--- src/rtl/wbr_pkg.sv ---
// Shared definitions for the multi-chain IEEE 1500 wrapper boundary register.
package wbr_pkg;

    localparam int unsigned INSTR_W = 3;

    typedef enum logic [INSTR_W-1:0] {
        WS_BYPASS = 3'b000,
        WS_EXTEST = 3'b001,
        WS_INTEST = 3'b010,
        WS_SAFE   = 3'b011,
        WP_EXTEST = 3'b100,
        WP_INTEST = 3'b101
    } wbr_instr_e;

    // Cells per parallel chain; the last chain may be short or empty.
    function automatic int unsigned seg_len(input int unsigned n, input int unsigned chains);
        return (n + chains - 1) / chains;
    endfunction

endpackage

--- src/rtl/wbr_cell_v2.sv ---
// One WBR boundary cell: shift/update flops and functional/test output mux.
// The safe-value override is present only when WBR_SAFE_STATE_EN is defined.
module wbr_cell_v2 (
    input  logic clk,
    input  logic arst,
    input  logic capture_en,
    input  logic shift_en,
    input  logic update_en,
    input  logic scan_in,
    input  logic func_in,
    input  logic test_sel,
`ifdef WBR_SAFE_STATE_EN
    input  logic safe_sel,
    input  logic safe_val,
`endif
    output logic s,
    output logic cell_out
);

    logic u;

    // Capture outranks shift; update always sees the pre-edge s.
    always_ff @(posedge clk) begin
        if (arst) begin
            s <= 1'b0;
            u <= 1'b0;
        end else begin
            if (capture_en)
                s <= func_in;
            else if (shift_en)
                s <= scan_in;
            if (update_en)
                u <= s;
        end
    end

    always_comb begin
        cell_out = test_sel ? u : func_in;
`ifdef WBR_SAFE_STATE_EN
        if (safe_sel)
            cell_out = safe_val;
`endif
    end

endmodule

--- src/rtl/wbr_multichain_wrapper.sv ---
// IEEE 1500 WBR with instruction decoder, bypass bit and NUM_CHAINS parallel chains.
// Define WBR_SAFE_STATE_EN to implement WS_SAFE with the SAFE_VAL output muxes.
module wbr_multichain_wrapper
    import wbr_pkg::*;
#(
    parameter int unsigned NUM_IP     = 6,
    parameter int unsigned NUM_OP     = 6,
    parameter int unsigned NUM_CHAINS = 2,
    parameter logic [NUM_IP+NUM_OP-1:0] SAFE_VAL = '0
) (
    input  logic                  clk,
    input  logic                  arst,
    input  logic [INSTR_W-1:0]    instr,
    input  logic                  capturewr,
    input  logic                  shiftwr,
    input  logic                  updatewr,
    input  logic                  wsi,
    output logic                  wso,
    input  logic [NUM_CHAINS-1:0] wpi,
    output logic [NUM_CHAINS-1:0] wpo,
    input  logic [NUM_IP-1:0]     wfi,
    output logic [NUM_IP-1:0]     ip_cfo,
    input  logic [NUM_OP-1:0]     op_cfi,
    output logic [NUM_OP-1:0]     wfo
);

    localparam int unsigned N = NUM_IP + NUM_OP;
    localparam int unsigned L = seg_len(N, NUM_CHAINS);

    wbr_instr_e mode;
    logic serial_m, par_m, active, ext_m, int_m;
    logic [N-1:0] s, sin, func, test_sel, cell_out;
    logic [NUM_CHAINS-1:0] wpo_par;
    logic byp;
`ifdef WBR_SAFE_STATE_EN
    logic safe_m;
`endif

    always_comb begin
        case (wbr_instr_e'(instr))
            WS_EXTEST: mode = WS_EXTEST;
            WS_INTEST: mode = WS_INTEST;
            WP_EXTEST: mode = WP_EXTEST;
            WP_INTEST: mode = WP_INTEST;
`ifdef WBR_SAFE_STATE_EN
            WS_SAFE:   mode = WS_SAFE;
`endif
            default:   mode = WS_BYPASS;
        endcase
    end

    assign serial_m = (mode == WS_EXTEST) || (mode == WS_INTEST);
    assign par_m    = (mode == WP_EXTEST) || (mode == WP_INTEST);
    assign active   = serial_m || par_m;
    assign ext_m    = (mode == WS_EXTEST) || (mode == WP_EXTEST);
    assign int_m    = (mode == WS_INTEST) || (mode == WP_INTEST);
`ifdef WBR_SAFE_STATE_EN
    assign safe_m   = (mode == WS_SAFE);
`endif

    assign func     = {op_cfi, wfi};
    assign test_sel = {{NUM_OP{ext_m}}, {NUM_IP{int_m}}};

    always_ff @(posedge clk) begin
        if (arst)
            byp <= 1'b0;
        else if (shiftwr && !active)
            byp <= wsi;
    end

    for (genvar k = 0; k < N; k++) begin : g_cell
        // Chain heads take wpi in parallel mode; everything else chains from k-1.
        if (k == 0) begin : g_head0
            assign sin[k] = par_m ? wpi[0] : wsi;
        end else if ((k % L) == 0) begin : g_head
            assign sin[k] = par_m ? wpi[k / L] : s[k-1];
        end else begin : g_body
            assign sin[k] = s[k-1];
        end

        wbr_cell_v2 u_cell (
            .clk        (clk),
            .arst       (arst),
            .capture_en (capturewr && active),
            .shift_en   (shiftwr && active),
            .update_en  (updatewr && active),
            .scan_in    (sin[k]),
            .func_in    (func[k]),
            .test_sel   (test_sel[k]),
`ifdef WBR_SAFE_STATE_EN
            .safe_sel   (safe_m),
            .safe_val   (SAFE_VAL[k]),
`endif
            .s          (s[k]),
            .cell_out   (cell_out[k])
        );
    end

    for (genvar c = 0; c < NUM_CHAINS; c++) begin : g_chain
        if (c * L < N) begin : g_tail
            localparam int unsigned HI = ((c + 1) * L < N) ? (c + 1) * L - 1 : N - 1;
            assign wpo_par[c] = s[HI];
        end else begin : g_empty
            logic pass_q;
            always_ff @(posedge clk) begin
                if (arst)
                    pass_q <= 1'b0;
                else
                    pass_q <= wpi[c];
            end
            assign wpo_par[c] = pass_q;
        end
    end

    assign wso    = serial_m ? s[N-1] : (par_m ? 1'b0 : byp);
    assign wpo    = par_m ? wpo_par : '0;
    assign ip_cfo = cell_out[NUM_IP-1:0];
    assign wfo    = cell_out[N-1:NUM_IP];

endmodule
--- config.mk ---
export PLATFORM = sky130hd
export DESIGN_NAME = wbr_multichain_wrapper
export DESIGN_NICKNAME = d
export VERILOG_FILES = /design/src/rtl/wbr_pkg.sv /design/src/rtl/wbr_cell_v2.sv /design/src/rtl/wbr_multichain_wrapper.sv
export SDC_FILE = /design/constraint.sdc
export NUM_CORES = 1
export LEC_CHECK = 0
export CAP_MARGIN = 20
export CELL_PAD_IN_SITES_DETAIL_PLACEMENT = 0
export CELL_PAD_IN_SITES_GLOBAL_PLACEMENT = 1
export CORE_ASPECT_RATIO = 1.25
export CORE_MARGIN = 5
export CORE_UTILIZATION = 35
export DETAILED_ROUTE_END_ITERATION = 7
export PLACE_DENSITY = 0.87
export SYNTH_ARGS = -nofsm -noshare
export SYNTH_HDL_FRONTEND = slang
export SYNTH_SLANG_ARGS = --single-unit
--- constraint.sdc ---
create_clock -name clk -period 4.8 [get_ports clk]
set_clock_uncertainty 0.15 [all_clocks]
set_input_delay 0.96 -clock clk [delete_from_list [all_inputs] [get_ports clk]]
set_output_delay 0.96 -clock clk [all_outputs]
set_load 0.01 [all_outputs]
Word level (Yosys, flattened, before mapping)
Cells that the tools add are included.
Word-level totals
  bits of input ports: 23
  word-level logic and storage cells: 86
  output and inout bits: 15
  register bits: 25
Cells by class
  equal/unequal tests: 8
  reductions and logical operators: 11
  multiplexer cells: 42
Operators by type and width (number)
  2-to-1 mux 1 bit: 40
  equality test 3 bit (second input constant): 4
  one-hot mux 3 bit (4 select lines): 1
  equality test 3 x 1 -> 1 bit (second input constant): 2
  equality test 3 x 2 -> 1 bit (second input constant): 2
  logical OR 1 bit: 5
  logical AND 1 bit: 4
  2-to-1 mux 2 bit: 1
  nonzero test 2 bit: 1
  zero test 1 bit: 1

Longest topological paths before layout
Gate-level depths: netlist (run 1).
  depth in word-level cells: 8
  mapped depth: 6
  mapped depth without buffers: 4

Hierarchy
From an unflattened synthesis (run 1), not the netlist that was laid out.
Unflattened totals
  cell total of the unflattened synthesis: 137
  area total of the unflattened synthesis: 1390.1 µm²
Modules (own cells, without submodules)
  wbr_cell_v2: instances 12, seq. area each 40.0 µm², cells each 9, area each 97.6 µm²
  wbr_multichain_wrapper: instances 1, seq. area each 20.0 µm², cells each 29, area each 219.0 µm²

Least setup slack after synthesis (run 1)
OpenSTA, ideal clock, no wires.
  path type: input-to-output
  start point: input instr[2]
  end point: output wfo[1]
  buffers on the path: 2
  required time: 3.690 ns
  setup slack: 1.657 ns
  arrival time: 2.033 ns
  stages: 5
  cell sequence: buf_2 xnor2_1 nor2_1 mux2_2 buf_4
On the way
  longest elaborated chain between the ends: 5
  elaborated cells between the ends (all ways): 9
  those cells by class: eq/ne: 6; mux: 2; reduce/logical: 1
Ends and longest elaborated chain
  start: declaration: RTL line wbr_multichain_wrapper.sv:13  | input logic [INSTR_W-1:0] instr,
  equality test 3 bit, or another cell as far along: RTL line wbr_multichain_wrapper.sv:40  | case (wbr_instr_e'(instr))
  one-hot mux 3 bit (4 select lines) *: RTL line wbr_multichain_wrapper.sv:40
  equality test 3 x 1 -> 1 bit / equality test 3 bit (equally long branches): RTL line wbr_multichain_wrapper.sv:55  | assign ext_m = (mode == WS_EXTEST) || (mode == WP_EXTEST);
  logical OR 1 bit *: RTL line wbr_multichain_wrapper.sv:55
  2-to-1 mux 1 bit *: RTL line wbr_cell_v2.sv:38  | cell_out = test_sel ? u : func_in;
  end: declaration: RTL line wbr_multichain_wrapper.sv:24  | output logic [NUM_OP-1:0] wfo
Mark *: on every way between the ends. The rest lies on a longest branch, timed or not.

Worst setup path after layout (run 1)
  start point: input instr[2]
  end point: output ip_cfo[2]
On the way
  longest elaborated chain between the ends: 5
  elaborated cells between the ends (all ways): 9
  those cells by class: eq/ne: 6; mux: 2; reduce/logical: 1
Ends and longest elaborated chain
  equality test 3 bit, or another cell as far along: RTL line wbr_multichain_wrapper.sv:40
  one-hot mux 3 bit (4 select lines) *: RTL line wbr_multichain_wrapper.sv:40
  equality test 3 x 2 -> 1 bit / equality test 3 bit (equally long branches): RTL line wbr_multichain_wrapper.sv:56  | assign int_m = (mode == WS_INTEST) || (mode == WP_INTEST);
  logical OR 1 bit *: RTL line wbr_multichain_wrapper.sv:56
  2-to-1 mux 1 bit *: RTL line wbr_cell_v2.sv:38
  end: declaration: RTL line wbr_multichain_wrapper.sv:22  | output logic [NUM_IP-1:0] ip_cfo,
Marked as above.

==> metrics.txt, run 1 <==
vias in the first global route=1167; remaining antenna violation count=0; IO Count=38; initial antenna violation count=0; DR WL/cell=14.8 um; outcome=complete, no violations; std cell rows=25; period utilization=87.1%; setup ws final=just over 600 ps; syn nets=170; Hold Path Class=reg -> reg; final critical-path required period=around 4200 ps; DRC violations left=0; Syn Inst Count=roughly 150; Placeable Area=around 3700 sq um; Die Wd=approximately 65 um; Inst Count DP=202; combinational group share of total power=between 20 and 25%; Fin Setup TNS=0 ps; final WL=3.04 mm; Antenna Cells=0; GR Overflow Total=0; Clock Path Buffers=2; pwr/cell area=roughly 270 nW/um^2; Clk pwr share=~28%; fmax=approximately 0.24 GHz; WP data required=approximately 3700 ps; Die Span Y=78.7 um; Root Driver=clkbuf_8; insertion delay to the later sink of the worst-skew pair=roughly 260 ps; GP Congestion=0.812; global-route wire length before repair=a little over 5 mm; DR vias=1103; Worst path most repeated cell=clkdlybuf4s50_1; post_cts resized=0; Reg power frac=50.4%; full die area=5120 sq um; worst-path cell chain=clkdlybuf4s50_1 > nand2_1 > o21ai_1 > mux2_2 > clkdlybuf4s50_1; Clock Sinks=25; NetSw=approximately 0.11 mW; max-slew violations=0; RSZ-0062 raised after global routing=false; # setup viols final=0; worst-path maximum fanout=9; Switching Fraction=25.7%; Port Buffers=37; Worst path slowest cell=clkdlybuf4s50_1; Final Cell Area=~1600 sq um; largest net degree at the start of global routing=26; Worst setup EP type=output pin; worst slack, placed=between 600 and 700 ps; final hold violations=0; # nets final=190; Tot GR Track Use=12.5%; worst vdd ir=167 uV; cell area after synthesis=1320 sq um; hold_buf cts=0; PnR Total Power=about 0.44 mW; Initial Utilization=35.5%; #FFs+latches synth=25; crit path DAT=a little over 3000 ps; total CTS buffers=3; Worst Max-Slew Pin Slew=between 900 and 1000 ps; P_leak=roughly 0.64 nW; Pint=0.329 mW; # Post-CTS Setup Buffers=0; Final Non-Filler Cells=about 210; Fin Hold WS=356 ps; CTS tree=done; critical setup path kind=in -> out; Seq/Total Area, Yosys=a little under two fifths; crit path launch type=input port; post-synth cell types=29; utilization after layout=44.0%; Post-Place Cell Area=about 1600 sq um; slowest stage delay, CP=about 640 ps; layout cells sized above 1=10.8%; number of max-cap violations=0; H-tree Lvls=1; Via density=around 5.4; detailed-router iteration count before antenna repair=4; clock-pin slew on the worst setup and hold paths=around 90 ps; Max-slew headroom=37.6%; synthesized area per cell=roughly 9.0 sq um; area grow syn2layout=23.8%; initial DRC count=70; Warnings, synthesis=0
## final timing paths
check                       from                  end  slack, ps  depth (start not counted)
max                     instr[2]            ip_cfo[2]        620                          5
min          g_cell[10].u_cell.u  g_cell[10].u_cell.u        360                          2
max reg2reg   g_cell[5].u_cell.s   g_cell[6].u_cell.s       3790                          3
min reg2reg  g_cell[10].u_cell.u  g_cell[10].u_cell.u        360                          2
## cells in the mapped netlist
master,count,area [sq um]
clkbuf_1,2,7.51
or3_4,1,11.3
and2_1,2,12.5
buf_4,13,97.6
o22ai_1,1,6.26
mux2i_1,13,130
buf_1,1,3.75
xor2_1,1,8.76
nand2b_1,1,6.26
nor3b_1,1,7.51
nor2_1,18,67.6
a21oi_1,11,55.1
xnor2_1,1,8.76
and3_1,2,12.5
a22oi_1,11,82.6
and4b_4,1,13.8
a222oi_1,1,10.0
buf_6,2,22.5
a21boi_0,1,7.51
nand3_1,1,5.00
inv_1,1,3.75
nand2_1,14,52.6
o21ai_0,3,15.0
buf_2,4,20.0
mux2_2,12,135
nor2b_1,1,6.26
o211ai_1,1,7.51
dfxtp_1,25,500
o21ai_1,1,5.00
## flip-flops by register name, summed over array words and instances (netlist names)
| name | flops |
|---|---|
| g_cell.u_cell.u | 12 |
| g_cell.u_cell.s | 12 |
| byp | 1 |
## layer usage
metal | vias up | share of wire, % | GRT usage [%]
met5 | - | 0 | 0
met3 | 6 | 5.5 | 2.83
met4 | 0 | 2.1 | 6.98
li1 | 540 | - | -
met2 | 33 | 49 | 21.3
met1 | 524 | 44 | 14.3
## cells by family after synthesis
kind of cell	after synthesis	share of synthesized area [%]
xor+xnor	2	1.32
mux	25	20.1
buf+inv	23	11.7
flops	25	37.8
simple gates	42	14.8
compound gates	30	14.3
## layout by cell type, fill, tap and decap left out, types with 2 or more instances in the layout
master           count
dfxtp_1             25
clkdlybuf4s50_1     37
mux2i_1             13
and2_1               2
and3_1               2
o21ai_0              3
a22oi_1             11
mux2_2              12
nand2_1             14
clkbuf_8             3
nor2_1              18
a21oi_1             11
## cell type report
| cell class | count | area [sq um] |
|---|---|---|
| Clock buffer | 3 | 41.3 |
| Clock inverter | 1 | 5.00 |
| Fill cell | 378 | 2080 |
| Inverter | 1 | 3.75 |
| Multi-Input combinational cell | 99 | 667 |
| Sequential cell | 25 | 500 |
| Tap cell | 40 | 50.0 |
| Timing Repair Buffer | 37 | 370 |
## power by group through the flow
stage                     registers (mW)  logic, mW  clock network (mW)
after CTS                          0.223     0.0986               0.126
after detailed placement           0.228     0.0981                   0
final                              0.223     0.0974               0.122
after global routing               0.225      0.106               0.135
after global placement             0.228     0.0963                   0
after floorplan                    0.226     0.0665                   0
## worst max-delay path, delay by kind of cell
kind | cells | cell delay (ps)
simple gates | 1 | 90
compound gates | 1 | 500
buf+inv | 2 | 1120
mux | 1 | 400
Power figures use the tool's default switching activity.
==> inputs of run 2 (changes only) <==
PLACE_DENSITY = not set   (was 0.87)
PLACE_DENSITY_LB_ADDON = 0.1   (was not set)
SLEW_MARGIN = 40   (was not set)
==> run 2 against run 1 <==
Worst hold slack lost 6.3 ps. Combinational power grew 2%. Via count shrank 1.7%. Maximum frequency shrank 1.1%. Register-to-register slack lost 20 ps. Count of clock-buffer cells in the layout is the same. Largest cell class unchanged.
==> metrics.txt, run 2 (synthesis gave the netlist of run 1 again) <==
Max-slew headroom=a little over two fifths; most frequent cells in the layout=clkdlybuf4s50_1, dfxtp_1, nor2_1; Worst setup EP type=output pin; global-route wire length before repair=5.24 mm; period utilization=between 80% and 90%; hold_buf cts=0; largest registers=g_cell.u_cell.s: 12 flops, g_cell.u_cell.u: 12 flops, byp: 1 flops; post_cts resized=0; IO Count=38; P_leak=between 0.6 and 0.7 nW; worst vdd ir=between 150 and 200 uV; max-slew violations=0; Placeable Area=about 3700 sq um; number of max-cap violations=0; WP data required=approximately 3700 ps; Inst Count DP=slightly above 200; insertion delay to the later sink of the worst-skew pair=~260 ps; DR vias=between 1000 and 1500; critical setup path kind=in -> out; clock-pin slew on the worst setup and hold paths=around 90 ps; DR WL/cell=between 10 and 15 um; # Post-CTS Setup Buffers=0; detailed-router iteration count before antenna repair=4; vias in the first global route=1067; crit path DAT=approximately 3100 ps; DRC violations left=0; final WL=between 3 and 4 mm; GR Overflow Total=0; CTS tree=done; initial DRC count=58; full die area=5120 sq um; RSZ-0062 raised after global routing=false; final hold violations=0; Hold Path Class=reg -> reg; crit path launch type=input port; Final Non-Filler Cells=208; final critical-path required period=about 4200 ps; Port Buffers=37; Tot GR Track Use=approximately 13%; GP Congestion=0.749; Worst Max-Slew Pin Slew=about 840 ps; Filler cells=between 300 and 400; largest net degree at the start of global routing=26; Die Span Y=78.7 um; total CTS buffers=3; Fin Setup TNS=0 ps; Antenna Cells=0; most common cell after layout, fill and taps aside=clkdlybuf4s50_1; pwr/cell area=270 nW/um^2; Root Driver=clkbuf_8; # nets final=192; fmax=approximately 0.24 GHz; # setup viols final=0; remaining antenna violation count=0; Via density=between 5 and 6; std cell rows=25; worst-path maximum fanout=9; layout cells sized above 1=between 10% and 20%; area grow syn2layout=24.4%; Initial Utilization=between 30 and 40%; dpl hpwl=roughly 2.2 mm; H-tree Lvls=1; initial antenna violation count=0; outcome=complete, no violations; area occupied by multi-input gates=between 600 and 700 sq um; Clock Sinks=25; Clock Path Buffers=2; Die Wd=65.0 um; register area=around 500 sq um
[run 2: cell count changes in the layout (fill, tap and decap cells not counted), sizes merged]
| cell | change |
|---|---|
| buf | +3 |
| clkdlybuf4s50 | -1 |
[run 2: worst paths after layout]
check,from,end,slack (ps),depth (start not counted)
worst max-delay path,instr[2],ip_cfo[0],570,5
worst min-delay path,g_cell[3].u_cell.u,g_cell[3].u_cell.u,350,2
worst max register to register,g_cell[5].u_cell.s,g_cell[6].u_cell.s,3770,3
worst min register to register,g_cell[3].u_cell.u,g_cell[3].u_cell.u,350,2
[run 2: per-layer routing]
metal | up-vias | track usage [%] | wire [um] | part of all wire (%)
met5 | - | 0 | 0 | 0
met4 | 0 | 4.44 | 25 | 0.81
met3 | 2 | 3.11 | 194 | 6.3
met2 | 29 | 21.2 | 1460 | 47
met1 | 513 | 16.4 | 1410 | 46
li1 | 540 | - | - | -
[run 2: area by class of cell]
cell class / instances / area share [%]
multi-input cells: 99 / 40.5
flip-flops and latches: 25 / 30.4
repair buffers: 39 / 23.0
well taps: 40 / 3.04
clock buffers: 3 / 2.51
clock inverters: 1 / 0.304
inverters: 1 / 0.228
[run 2: power breakdown]
| group | total (mW) | leakage (nW) | switching [mW] | internal [mW] |
|---|---|---|---|---|
| registers | 0.223 | 0.204 | 0.00656 | 0.216 |
| clock network | 0.122 | 0.0255 | 0.0637 | 0.0579 |
| logic | 0.0989 | 0.424 | 0.0433 | 0.0556 |
| total | 0.444 | 0.653 | 0.114 | 0.330 |
[run 2: per-stage QoR]
| step | area, sq um | utilization (%) | power, mW | hold WS (ps) | setup slack (ps) |
|---|---|---|---|---|---|
| after floorplan | 1320 | - | 0.292 | 308 | 1660 |
| after global placement | 1600 | 43.0 | 0.327 | 323 | 637 |
| after detailed placement | 1600 | 43.0 | 0.328 | 335 | 535 |
| after CTS | 1650 | 44.2 | 0.451 | 357 | 525 |
| after global routing | 1650 | 44.2 | 0.468 | 381 | 431 |
| final | 1650 | 44.2 | 0.444 | 350 | 573 |
[run 2: critical path: stages]
cell             delay (ps)
clkdlybuf4s50_1         620
nand2_1                 100
o21ai_1                 550
mux2_2                  400
clkdlybuf4s50_1         480
==> inputs of run 3 (changes only) <==
ABC_AREA = 1   (was not set)
==> run 3 against run 2 <==
Global-route usage up 1.3 points. Cell area up 8.4%. Die area up 8.7%. Sequential power up 3%. Via count up 21%. Sequential share of layout area down 2.3 points. Non-clock buffer count down 2. Register-to-register slack better by 20 ps. Highest routed layer unchanged.
==> metrics.txt, run 3 <==
largest net degree at the start of global routing=28; crit path launch type=input port; insertion delay to the later sink of the worst-skew pair=around 260 ps; Seq/Total Area, Yosys=between 30 and 40%; worst-path maximum fanout=9; crit path DAT=around 2900 ps; hold endpoint=g_cell[8].u_cell.u; Initial Utilization=35.8%; Main synth FF type=dfxtp_1; # nets final=roughly 250; worst vdd ir=124 uV; layout cells sized above 1=between 10% and 20%; DR vias=approximately 1300; post-synth cell types=22; top cells by count, synth=nand2_1, nand3_1, dfxtp_1; Worst Max-Slew Pin Slew=606 ps; Hold Path Depth=2; vias in the first global route=between 1000 and 1500; most common cell after layout, fill and taps aside=clkdlybuf4s50_1; Placeable Area=4070 sq um; area occupied by multi-input gates=~710 sq um; Tot GR Track Use=14.2%; reg2reg setup slack=between 3000 and 4000 ps; dpl hpwl=2.59 mm; final hold violations=0; Syn Inst Count=just over 200; final critical-path required period=slightly below 4000 ps; Die Wd=67.7 um; utilization after layout=roughly 44%; period utilization=around 83%; Clock Sinks=25; count leader, synth=nand2_1; RSZ-0062 raised after global routing=false; number of max-cap violations=0; DR WL/cell=between 10 and 15 um; IO Count=38; most frequent cells in the layout=clkdlybuf4s50_1, nand2_1, nand3_1; Fin Setup TNS=0 ps; initial DRC count=33; P_leak=between 0.7 and 0.8 nW; Warnings, synthesis=0; full die area=about 5600 sq um; remaining antenna violation count=0; Antenna Cells=0; syn nets=227; Via density=4.71; detailed-router iteration count before antenna repair=4; post_cts resized=0; Max-slew headroom=59.5%; Hold Path Class=reg -> reg; synth top area cells=dfxtp_1, nand2_1, nand3_1; Post-synth EDFFs=0; largest registers=g_cell.u_cell.s: 12 flops, g_cell.u_cell.u: 12 flops, byp: 1 flops; Die Span Y=approximately 80 um; global-route wire length before repair=around 6.0 mm; clock-pin slew on the worst setup and hold paths=around 80 ps; H-tree Lvls=1; std cell rows=26; Root Driver=clkbuf_8; Reg-to-Reg Start=g_cell[5].u_cell.s; Synth area leader=dfxtp_1; Clock Path Buffers=2; CTS tree=done; max-slew violations=0; GP Congestion=0.713; WP data required=~3700 ps; area grow syn2layout=22.4%; Synth top area share=approximately 34%; R2R cell count=6; critical setup path kind=in -> out; final WL=about 3.6 mm; register area=roughly 500 sq um; cell area after synthesis=approximately 1500 sq um; synthesized area per cell=between 7 and 8 sq um; initial antenna violation count=0; total CTS buffers=3; # setup viols final=0; r2r endpoint=g_cell[6].u_cell.s; hold_buf cts=0; fmax=0.251 GHz; Port Buffers=37; hold_sp=g_cell[8].u_cell.u; DRC violations left=0; #FFs+latches synth=25; GR Overflow Total=0; Worst setup EP type=output pin; Post-synth ARST share=0%; pwr/cell area=between 200 and 300 nW/um^2; Filler cells=~430; outcome=complete, no violations; # Post-CTS Setup Buffers=0
## run 3: changes by cell type in the layout (fill, tap and decap cells not counted), sizes merged, moves of 2 or more
| cell | change |
|---|---|
| and3 | -2 |
| o21ai | +15 |
| buf | -3 |
| nand4 | +10 |
| inv | +22 |
| nand2 | +24 |
| a21oi | -7 |
| nor2 | +6 |
| mux2 | -2 |
| mux2i | -13 |
| a22oi | -11 |
| nand3 | +27 |
| and2 | -2 |
## run 3: how the worst max path moves through the flow
stage                 to  startpoint  depth (start not counted)  slack (ps)
6_report       ip_cfo[3]    instr[2]                          5         820
3_3_place_gp   ip_cfo[2]    instr[2]                          5         830
3_5_place_dp   ip_cfo[5]    instr[2]                          5         790
5_1_grt        ip_cfo[2]    instr[2]                          5         710
2_1_floorplan     wfo[1]    instr[1]                          5        1830
4_1_cts        ip_cfo[3]    instr[2]                          5         790
## run 3: final cells by class
class                           instances  area share [%]
Timing Repair Buffer                   37            20.8
Clock buffer                            4            2.53
Tap cell                               56            3.93
Inverter                               23            4.84
Multi-Input combinational cell        134            39.9
Sequential cell                        25            28.1
## run 3: critical path: stages
cell,delay (ps)
clkdlybuf4s50_1,570
nand2_4,120
o21ai_2,350
mux2_2,380
clkdlybuf4s50_1,480
## run 3: per-layer routing
layer / share of wire [%] / track usage, % / vias up
li1: - / - / 692
met1: 46 / 17.5 / 589
met2: 48 / 24.1 / 28
met3: 3.9 / 2.17 / 5
met4: 1.6 / 6.09 / 0
met5: 0 / 0 / -
## run 3: kinds of logic after synthesis
family | Yosys count | share of synthesized area, %
compound gates | 23 | 8.42
buf+inv | 45 | 16.8
simple gates | 101 | 32.6
mux | 10 | 7.73
flops | 25 | 34.4
## run 3: report_power, final
part	internal [mW]	switching, mW	total, mW
sequential	0.222	0.00815	0.230
combinational	0.0585	0.0613	0.120
clock	0.0593	0.0643	0.124
total	0.340	0.134	0.473
## run 3: per-stage QoR
stage	hold WS, ps	cell area [sq um]	worst slack [ps]	power, mW	std cells
2_1_floorplan	298	1460	1830	0.318	204
3_3_place_gp	310	1740	827	0.355	275
3_5_place_dp	323	1740	791	0.356	275
4_1_cts	344	1780	785	0.484	279
5_1_grt	356	1780	711	0.507	279
6_report	337	1780	822	0.473	279
